<file path="src/rtl/gshare_branch_predictor.sv">
// -----------------------------------------------------------------------------
// gshare_branch_predictor
//
// Direction predictor for the ID stage. A table of saturating counters is
// indexed by the branch PC XOR-folded with a speculative global history
// register (GHR). EX resolves branches, trains the table and repairs the GHR
// on a mispredict. After reset a sweep FSM writes INIT_CTR into every table
// entry, one per cycle, so the table has no reset and can map onto RAM.
//
// Build option:
//   BHT_GSHARE_EN  defined   : gshare indexing with speculative GHR and recovery
//                  undefined : plain bimodal (PC-only index, no GHR,
//                              pred_hist tied to 0, ex_hist/ex_mispredict unused)
//
// Ports:
//   clk            clock, all state on the rising edge
//   rst            synchronous active-high reset, restarts the clear sweep
//   ready          high once every table entry has been initialised
//   id_valid       ID consumes a prediction this cycle (shifts the GHR)
//   id_pc          PC of the ID branch
//   pred_taken     predicted direction (combinational)
//   pred_hist      GHR used for this prediction, carried down the pipe to EX
//   ex_update      EX resolved a branch this cycle
//   ex_pc          PC of the resolved branch
//   ex_hist        pred_hist captured when that branch was predicted
//   ex_taken       resolved direction
//   ex_mispredict  resolved direction differed from the prediction
// -----------------------------------------------------------------------------
module gshare_branch_predictor #(
  parameter int CTR_BITS   = 2,
  parameter int TABLE_SIZE = 1024,
  parameter int HIST_BITS  = 10,
  parameter int INIT_CTR   = 1
) (
  input  logic                 clk,
  input  logic                 rst,
  output logic                 ready,
  input  logic                 id_valid,
  input  logic [31:0]          id_pc,
  output logic                 pred_taken,
  output logic [HIST_BITS-1:0] pred_hist,
  input  logic                 ex_update,
  input  logic [31:0]          ex_pc,
  input  logic [HIST_BITS-1:0] ex_hist,
  input  logic                 ex_taken,
  input  logic                 ex_mispredict
);

  localparam int TABLE_BITS = $clog2(TABLE_SIZE);

  localparam logic [CTR_BITS-1:0]   CTR_INIT = CTR_BITS'(INIT_CTR);
  localparam logic [CTR_BITS-1:0]   CTR_MAX  = {CTR_BITS{1'b1}};
  localparam logic [CTR_BITS-1:0]   CTR_MIN  = {CTR_BITS{1'b0}};
  localparam logic [CTR_BITS-1:0]   CTR_ONE  = CTR_BITS'(1'b1);
  localparam logic [TABLE_BITS-1:0] IDX_ONE  = TABLE_BITS'(1'b1);
  localparam logic [TABLE_BITS-1:0] IDX_LAST = TABLE_BITS'(TABLE_SIZE - 1);

  typedef enum logic [0:0] {
    ST_CLEAR = 1'b0,
    ST_RUN   = 1'b1
  } state_e;

  // ---------------------------------------------------------------------------
  // Helpers
  // ---------------------------------------------------------------------------

  // Saturating counter step; a counter already at its limit stays put.
  function automatic logic [CTR_BITS-1:0] ctr_step(input logic [CTR_BITS-1:0] ctr,
                                                   input logic                taken);
    logic [CTR_BITS-1:0] res;
    if (taken && (ctr != CTR_MAX)) begin
      res = ctr + CTR_ONE;
    end else if (!taken && (ctr != CTR_MIN)) begin
      res = ctr - CTR_ONE;
    end else begin
      res = ctr;
    end
    return res;
  endfunction

`ifdef BHT_GSHARE_EN
  // Shift one outcome into the low end of a history value. Written with a
  // shift rather than a slice so that HIST_BITS = 1 degenerates cleanly.
  function automatic logic [HIST_BITS-1:0] hist_push(input logic [HIST_BITS-1:0] h,
                                                     input logic                 b);
    logic [HIST_BITS-1:0] res;
    res    = h << 1'b1;
    res[0] = b;
    return res;
  endfunction

  // Word-aligned PC bits XOR the zero-extended history (history in the low bits).
  function automatic logic [TABLE_BITS-1:0] table_idx(input logic [31:0]          pc,
                                                      input logic [HIST_BITS-1:0] h);
    return pc[TABLE_BITS+1:2] ^ TABLE_BITS'(h);
  endfunction
`else
  // Bimodal: index from word-aligned PC bits only.
  function automatic logic [TABLE_BITS-1:0] table_idx(input logic [31:0] pc);
    return pc[TABLE_BITS+1:2];
  endfunction
`endif

  // ---------------------------------------------------------------------------
  // State
  // ---------------------------------------------------------------------------
  state_e                  state_r;
  state_e                  state_nxt_s;
  logic [TABLE_BITS-1:0]   sweep_idx_r;
  logic [TABLE_BITS-1:0]   sweep_idx_nxt_s;
  logic [CTR_BITS-1:0]     ctr_table_r [TABLE_SIZE];

  logic                    run_s;
  logic [TABLE_BITS-1:0]   q_idx_s;
  logic [TABLE_BITS-1:0]   u_idx_s;
  logic [CTR_BITS-1:0]     q_ctr_s;
  logic [CTR_BITS-1:0]     u_ctr_s;
  logic                    wr_en_s;
  logic [TABLE_BITS-1:0]   wr_idx_s;
  logic [CTR_BITS-1:0]     wr_data_s;
  logic [HIST_BITS-1:0]    hist_s;

  // Sweep FSM next state: CLEAR walks every entry once, then settles in RUN.
  always_comb begin
    state_nxt_s     = state_r;
    sweep_idx_nxt_s = sweep_idx_r;
    case (state_r)
      ST_CLEAR: begin
        sweep_idx_nxt_s = sweep_idx_r + IDX_ONE;
        if (sweep_idx_r == IDX_LAST) begin
          state_nxt_s = ST_RUN;
        end else begin
          state_nxt_s = ST_CLEAR;
        end
      end
      ST_RUN: begin
        state_nxt_s     = ST_RUN;
        sweep_idx_nxt_s = sweep_idx_r;
      end
      default: begin
        state_nxt_s     = ST_CLEAR;
        sweep_idx_nxt_s = {TABLE_BITS{1'b0}};
      end
    endcase
  end

  // Sweep FSM state register; reset restarts the sweep at entry 0.
  always_ff @(posedge clk) begin
    if (rst) begin
      state_r     <= ST_CLEAR;
      sweep_idx_r <= {TABLE_BITS{1'b0}};
    end else begin
      state_r     <= state_nxt_s;
      sweep_idx_r <= sweep_idx_nxt_s;
    end
  end

  assign run_s = (state_r == ST_RUN);
  assign ready = run_s;

  // ---------------------------------------------------------------------------
  // Global history
  // ---------------------------------------------------------------------------
`ifdef BHT_GSHARE_EN
  logic [HIST_BITS-1:0] ghr_r;
  logic [HIST_BITS-1:0] ghr_nxt_s;

  // GHR next value: EX recovery beats the speculative shift (ID gets flushed);
  // nothing moves the history while the table is still being cleared.
  always_comb begin
    ghr_nxt_s = ghr_r;
    if (run_s && ex_update && ex_mispredict) begin
      ghr_nxt_s = hist_push(ex_hist, ex_taken);
    end else if (run_s && id_valid) begin
      ghr_nxt_s = hist_push(ghr_r, pred_taken);
    end else begin
      ghr_nxt_s = ghr_r;
    end
  end

  // GHR register.
  always_ff @(posedge clk) begin
    if (rst) begin
      ghr_r <= {HIST_BITS{1'b0}};
    end else begin
      ghr_r <= ghr_nxt_s;
    end
  end

  assign hist_s  = ghr_r;
  assign q_idx_s = table_idx(id_pc, ghr_r);
  assign u_idx_s = table_idx(ex_pc, ex_hist);

  // Upper/lower PC bits never reach the index.
  logic unused_s;
  assign unused_s = ^{id_pc[31:TABLE_BITS+2], id_pc[1:0],
                      ex_pc[31:TABLE_BITS+2], ex_pc[1:0]};
`else
  assign hist_s  = {HIST_BITS{1'b0}};
  assign q_idx_s = table_idx(id_pc);
  assign u_idx_s = table_idx(ex_pc);

  // Without history these inputs carry no information for the predictor.
  logic unused_s;
  assign unused_s = ^{id_pc[31:TABLE_BITS+2], id_pc[1:0],
                      ex_pc[31:TABLE_BITS+2], ex_pc[1:0],
                      id_valid, ex_hist, ex_mispredict};
`endif

  // ---------------------------------------------------------------------------
  // Counter table
  // ---------------------------------------------------------------------------
  // Asynchronous read ports: query returns the pre-update value on a same-index
  // collision because the write lands at the edge.
  assign q_ctr_s = ctr_table_r[q_idx_s];
  assign u_ctr_s = ctr_table_r[u_idx_s];

  // Single table write port: sweep write in CLEAR, EX training write in RUN.
  always_comb begin
    wr_en_s   = 1'b0;
    wr_idx_s  = sweep_idx_r;
    wr_data_s = CTR_INIT;
    if (rst) begin
      wr_en_s = 1'b0;
    end else if (!run_s) begin
      wr_en_s   = 1'b1;
      wr_idx_s  = sweep_idx_r;
      wr_data_s = CTR_INIT;
    end else if (ex_update) begin
      wr_en_s   = 1'b1;
      wr_idx_s  = u_idx_s;
      wr_data_s = ctr_step(u_ctr_s, ex_taken);
    end else begin
      wr_en_s = 1'b0;
    end
  end

  // Table storage; no reset so it can be implemented as RAM.
  always_ff @(posedge clk) begin
    if (wr_en_s) begin
      ctr_table_r[wr_idx_s] <= wr_data_s;
    end
  end

  // Prediction outputs are held at 0 until the sweep has finished.
  always_comb begin
    pred_taken = 1'b0;
    pred_hist  = {HIST_BITS{1'b0}};
    if (run_s) begin
      pred_taken = q_ctr_s[CTR_BITS-1];
      pred_hist  = hist_s;
    end else begin
      pred_taken = 1'b0;
      pred_hist  = {HIST_BITS{1'b0}};
    end
  end

endmodule
</file>
<file path="config.mk">
export PLATFORM = sky130hd
export DESIGN_NAME = gshare_branch_predictor
export DESIGN_NICKNAME = d
export VERILOG_FILES = /design/src/rtl/gshare_branch_predictor.sv
export SDC_FILE = /design/constraint.sdc
export NUM_CORES = 2
export LEC_CHECK = 0
export ABC_CLOCK_PERIOD_IN_PS = 102600
export CORE_ASPECT_RATIO = 2
export CORE_UTILIZATION = 50
export CTS_BUF_LIST = sky130_fd_sc_hd__clkbuf_8
export DETAILED_ROUTE_END_ITERATION = 16
export PLACE_DENSITY = 0.72
export SYNTH_ARGS = -nofsm -noshare
export SYNTH_HDL_FRONTEND = slang
export SYNTH_SLANG_ARGS = --single-unit
</file>
<file path="constraint.sdc">
create_clock -name clk -period 102.6 [get_ports clk]
set_input_delay 25.65 -clock clk [delete_from_list [all_inputs] [get_ports clk]]
set_output_delay 25.65 -clock clk [all_outputs]
set_load 0.05 [all_outputs]
</file>
== Word-level counts from Yosys, hierarchy flattened ==
Memories as Yosys holds them, arrays and structs flattened.
Cells that the tools add are included.
Word-level totals
  flip-flop bits (word level): 11
  bits in writable memories: 2048
  input port bits: 80
  output and inout bits: 12
  word-level logic and storage cells: 30
  memories: 1
Cells by class
  add/sub/neg operators: 3
  eq/ne operators: 2
  multiplexer cells: 17
  bitwise gates (word level): 1
  reductions and logical operators: 4
Memories
  ctr_table_r: depth 1024, bits a word 2, rd ports 2, clocked after Yosys merged registers in 0, wr ports 1, line 111  | logic [CTR_BITS-1:0] ctr_table_r [TABLE_SIZE];
Operator list (count)
  $mux 10: 4
  $add 10x1->10 const B: 1
  $eq 10x10->1 const B: 1
  $mux 2: 5
  $mux 1: 7
  $add 2x1->2 const B: 1
  $logic_and 1x1->1: 2
  $ne 2x2->1 const B: 1
  $pmux 1 s2: 1
  $reduce_bool 2->1: 1
  $sub 2x1->2 const B: 1
  $logic_not 1->1: 1
  $not 1->1: 1

== Depth between registers and ports, before layout ==
An unclocked memory read counts as a cell.
  depth after elaboration: 8
  depth in mapped cells: 21
  gate-level depth less buffers: 14

== Least setup slack after synthesis ==
Ideal clock, no wire load.
  path kind: input to register
  from: input port ex_pc[2]
  to: memory ctr_table_r[0][0], data pin
  setup time: 5925 ps
  arrival time: 57288 ps
  required time: 96675 ps
  slack: 39387 ps
  stages: 15
  path buffers: 4
  cells stage by stage: buf_6 -> buf_6 -> buf_4 -> buf_2 -> mux4_2 -> mux4_2 -> o21ai_1 -> a311oi_1 -> o41a_1 -> nor2_1 -> ha_1 -> nor2b_1 -> or2_2 -> nor2_1 -> mux2i_1
Between the ends
  cells in the longest elaborated chain, start to end: 8
  elaborated cells between the ends (all ways): 12
  classes of those cells: 2 x add/sub; 1 x eq/ne; 5 x mux; 3 x reduce/logical; 1 x memory
Ends and longest elaborated chain
  from (decl): line 43  | input logic [31:0] ex_pc,
  $mem_v2 1024x2 (*)
  branches (longest 3 deep; another with $sub 2x1->2)
  $mux 2 (*): line 71  | if (taken && (ctr != CTR_MAX)) begin
  $mux 2 (*): line 229  | end else if (ex_update) begin
  $mux 2 (*): line 225  | end else if (!run_s) begin
  $mux 2 (*): line 223  | if (rst) begin
  named net wr_data_s[0]: line 120  | logic [CTR_BITS-1:0] wr_data_s;
  to (decl): line 111
Mark *: on every way through the listed nets, which the timed path passes.

== Worst setup path in the final report ==
  from: input port id_pc[2]
  to: output port pred_taken
Between the ends
  cells in the longest elaborated chain, start to end: 2
Ends and longest elaborated chain
  from (decl): line 39  | input logic [31:0] id_pc,
  $mem_v2 1024x2
  $mux 1: line 249  | if (run_s) begin
  to (decl): line 40  | output logic pred_taken,
No other way between the ends.

==> flow_summary.ini <==
[clock_tree]
postCtsResizedCells = 0
path_clk_slew_ps = 70
insertion_delay_ps = 940
cts-root-buf = clkbuf_8
cts_htree_levels = 5
cts_post_setup_buffers_inserted = 0
clock_path_buffers = 4
cts_buffers = 276
cts_sinks = 2059
cts_tree = built
ctsHoldBuffers = 0

[floorplan]
io_pins = 92
dieArea_um2 = 186000
die_y_um = 609
die_w_um = 305
coreArea_um2 = 183000
num_rows = 222
initial_core_util_pct = 50.4

[sta]
rsz0062_at_grt = false
finalHoldViolCount = 0
period_share_pct = 56.4
finalSetupTns_ps = 0
finalClockSkew_ps = 58.7
worstMarginPinSlew_ps = 1490
drv_slew = 0
finalSetupViolations = 0
slew_headroom_pct = 0.278
fmax_mhz = 17.3
min_period_ps = 57910

[yosys]
ys_types = 70
synth-edff-count = 2048
post-synth-top-count-cell = edfxtp_1
yosys.area.top_type = edfxtp_1
synthCells = 5166
synthTopCellsByArea = edfxtp_1, mux4_2, nor2_1
synth_common_cells = edfxtp_1, nor2_1, mux4_2, clkbuf_1, nand2_1
synth_top_area_share_pct = 66.8
synth_seq_area_share_pct = 67.1
synth_ff_type = edfxtp_1
ys_ff_latch = 2059
syn_area_um2 = 92000
ys.warnings.count = 0
syn_avg_cell_area_um2 = 17.8
ys_async_sr_fraction_pct = 0

[routing]
drtAntennaViolNets = 0
drc = 0
avgViaCountPerCell = 6.92
dr.first_iter.drc_count = 7641
via_count = 53200
dr.pass1.iters = 6
wl_per_cell_um = 36.8
finalWirelength_um = 283000

[setup_path]
cp.required_ps = 76950
crit_path_end_kind = output pin
critical_path_arrival_ps = 32260
critPathMaxFanout = 48
worstSetupPathType = in -> out
cp-start-kind = input port

[global_route]
grt-ovfl-total = 0
grtUsageTotal_pct = 30.5
grt_pass1_wl_um = 396000
grt_pass1_vias = 55400
antenna_found_initial = 12
grt_max_degree = 303

[cells_and_area]
multiInputGateArea_um2 = 28300
areaGrowthSynthToFinish_pct = 7.96
fin_area_um2 = 99400
nets = 5215
drive_gt1_share_pct = 26.9
fill_cells = 13900
seqCellArea_um2 = 61700

[run_status]
status = complete, but fails checks
violations = capacitance limit

[power_and_ir_drop]
combinationalPowerShare_pct = 5.1
power.clock.fraction_pct = 37.4
p_switching_mw = 0.361
p_leak_nw = 34.4
power_density_nw_per_um2 = 15.9
p_sw_share_pct = 22.8
pwr-share-seq_pct = 57.5
intPower_mw = 1.22
peakVddDrop_v = 0.00000950

[place]
dpl-instance-area_um2 = 94300
dp_hpwl_um = 168000
portBuffers = 25
gp_congestion = 0.897

[min_path]
min_path_type = reg -> reg

[flow_run]
drv_cap = 1
[routing by layer]
metal	share of wire [%]	track usage [%]	vias to the layer above
li1	-	-	20800
met1	29	32.6	27700
met2	50	50.9	3669
met3	10	6.15	1133
met4	11	28.0	8
met5	0.017	0	-
[area by class of cell]
| class | instances | area share, % |
|---|---|---|
| Antenna cell | 16 | 0.0403 |
| Clock buffer | 285 | 3.95 |
| Tap cell | 2352 | 2.96 |
| Timing Repair Buffer | 153 | 1.30 |
| Clock inverter | 186 | 1.07 |
| Multi-Input combinational cell | 2629 | 28.5 |
| Sequential cell | 2059 | 62.1 |
| Inverter | 13 | 0.0516 |
[critical path, stage by stage]
cell and delay [ps]:
buf_8 470, buf_4 870, buf_4 790, buf_4 740, mux4_2 610, mux4_2 570, a22oi_1 220, a21oi_1 150
o41ai_1 890, nor4b_1 110, a41o_1 300, clkdlybuf4s50_1 720
[logic make-up (layout without fill, tap and decap cells)]
group           count (synthesis)  in the layout  share of synthesized area, %
buf+inv                       487            637                          2.45
xor+xnor                        8              8                        0.0761
other cells                     1             26                       0.00407
compound gates                324            324                          2.43
simple gates                 1346           1346                          5.81
mux                           938            938                          22.1
fa+ha+maj                       3              3                        0.0408
flops                        2059           2059                          67.1
[cells in the final DEF (no fill, tap or decap), types with 7 or more instances in the layout]
cell type,Yosys,routed
nand2_4,0,15
nor2_1,1086,1082
o221ai_1,17,17
conb_1,1,10
nand4_1,10,10
buf_4,48,125
a221oi_1,7,7
clkinvlp_4,0,8
mux4_2,877,877
mux2i_1,50,49
nor3_1,14,14
a22oi_1,94,94
diode_2,0,16
clkbuf_8,0,285
inv_1,11,79
a21oi_1,49,48
nand2_1,131,98
o22ai_1,34,34
a31oi_1,14,14
nand2_2,0,18
edfxtp_1,2048,2048
nor2b_1,29,23
and2_1,13,13
mux2_2,11,11
dfxtp_1,11,11
clkinv_2,0,41
clkinv_1,0,54
o21ai_0,37,37
nand2b_1,14,14
clkdlybuf4s50_1,0,14
bufinv_16,0,10
nand3_1,23,23
[power groups by stage]
stage                     clock network [mW]  registers, mW  logic (mW)
after floorplan                            0          0.929      0.0499
after global placement                     0          0.929      0.0786
after detailed placement                   0          0.929      0.0790
final                                  0.591          0.910      0.0809
after CTS                              0.594          0.910      0.0791
after global routing                   0.624          0.910      0.0815
[flip-flops by register name, indices dropped and copies added, names as in the netlist]
signal / count
ctr_table_r: 2048
ready: 1
sweep_idx_r: 10
[path summary, 6_finish.rpt]
check | from | end | slack [ps] | cells after the start
min | sweep_idx_r[5] | sweep_idx_r[5] | 580 | 2
min reg2reg | sweep_idx_r[5] | sweep_idx_r[5] | 580 | 2
max reg2reg | ctr_table_r[380][1] | ctr_table_r[913][0] | 94070 | 16
max | id_pc[2] | pred_taken | 44690 | 12
[metrics by stage]
step | util (%) | hold slack [ps] | instances | setup WS (ps) | power (mW)
CTS | 54.3 | 568 | 7677 | 44880 | 1.58
floorplan | - | 506 | 5175 | 39390 | 0.978
detailed placement | 51.6 | 561 | 7206 | 44890 | 1.01
global route | 54.4 | 589 | 7680 | 44520 | 1.61
finish | 54.4 | 584 | 7693 | 44690 | 1.58
global placement | 51.6 | 551 | 7206 | 44940 | 1.01
(Power assumes the default switching activity.)
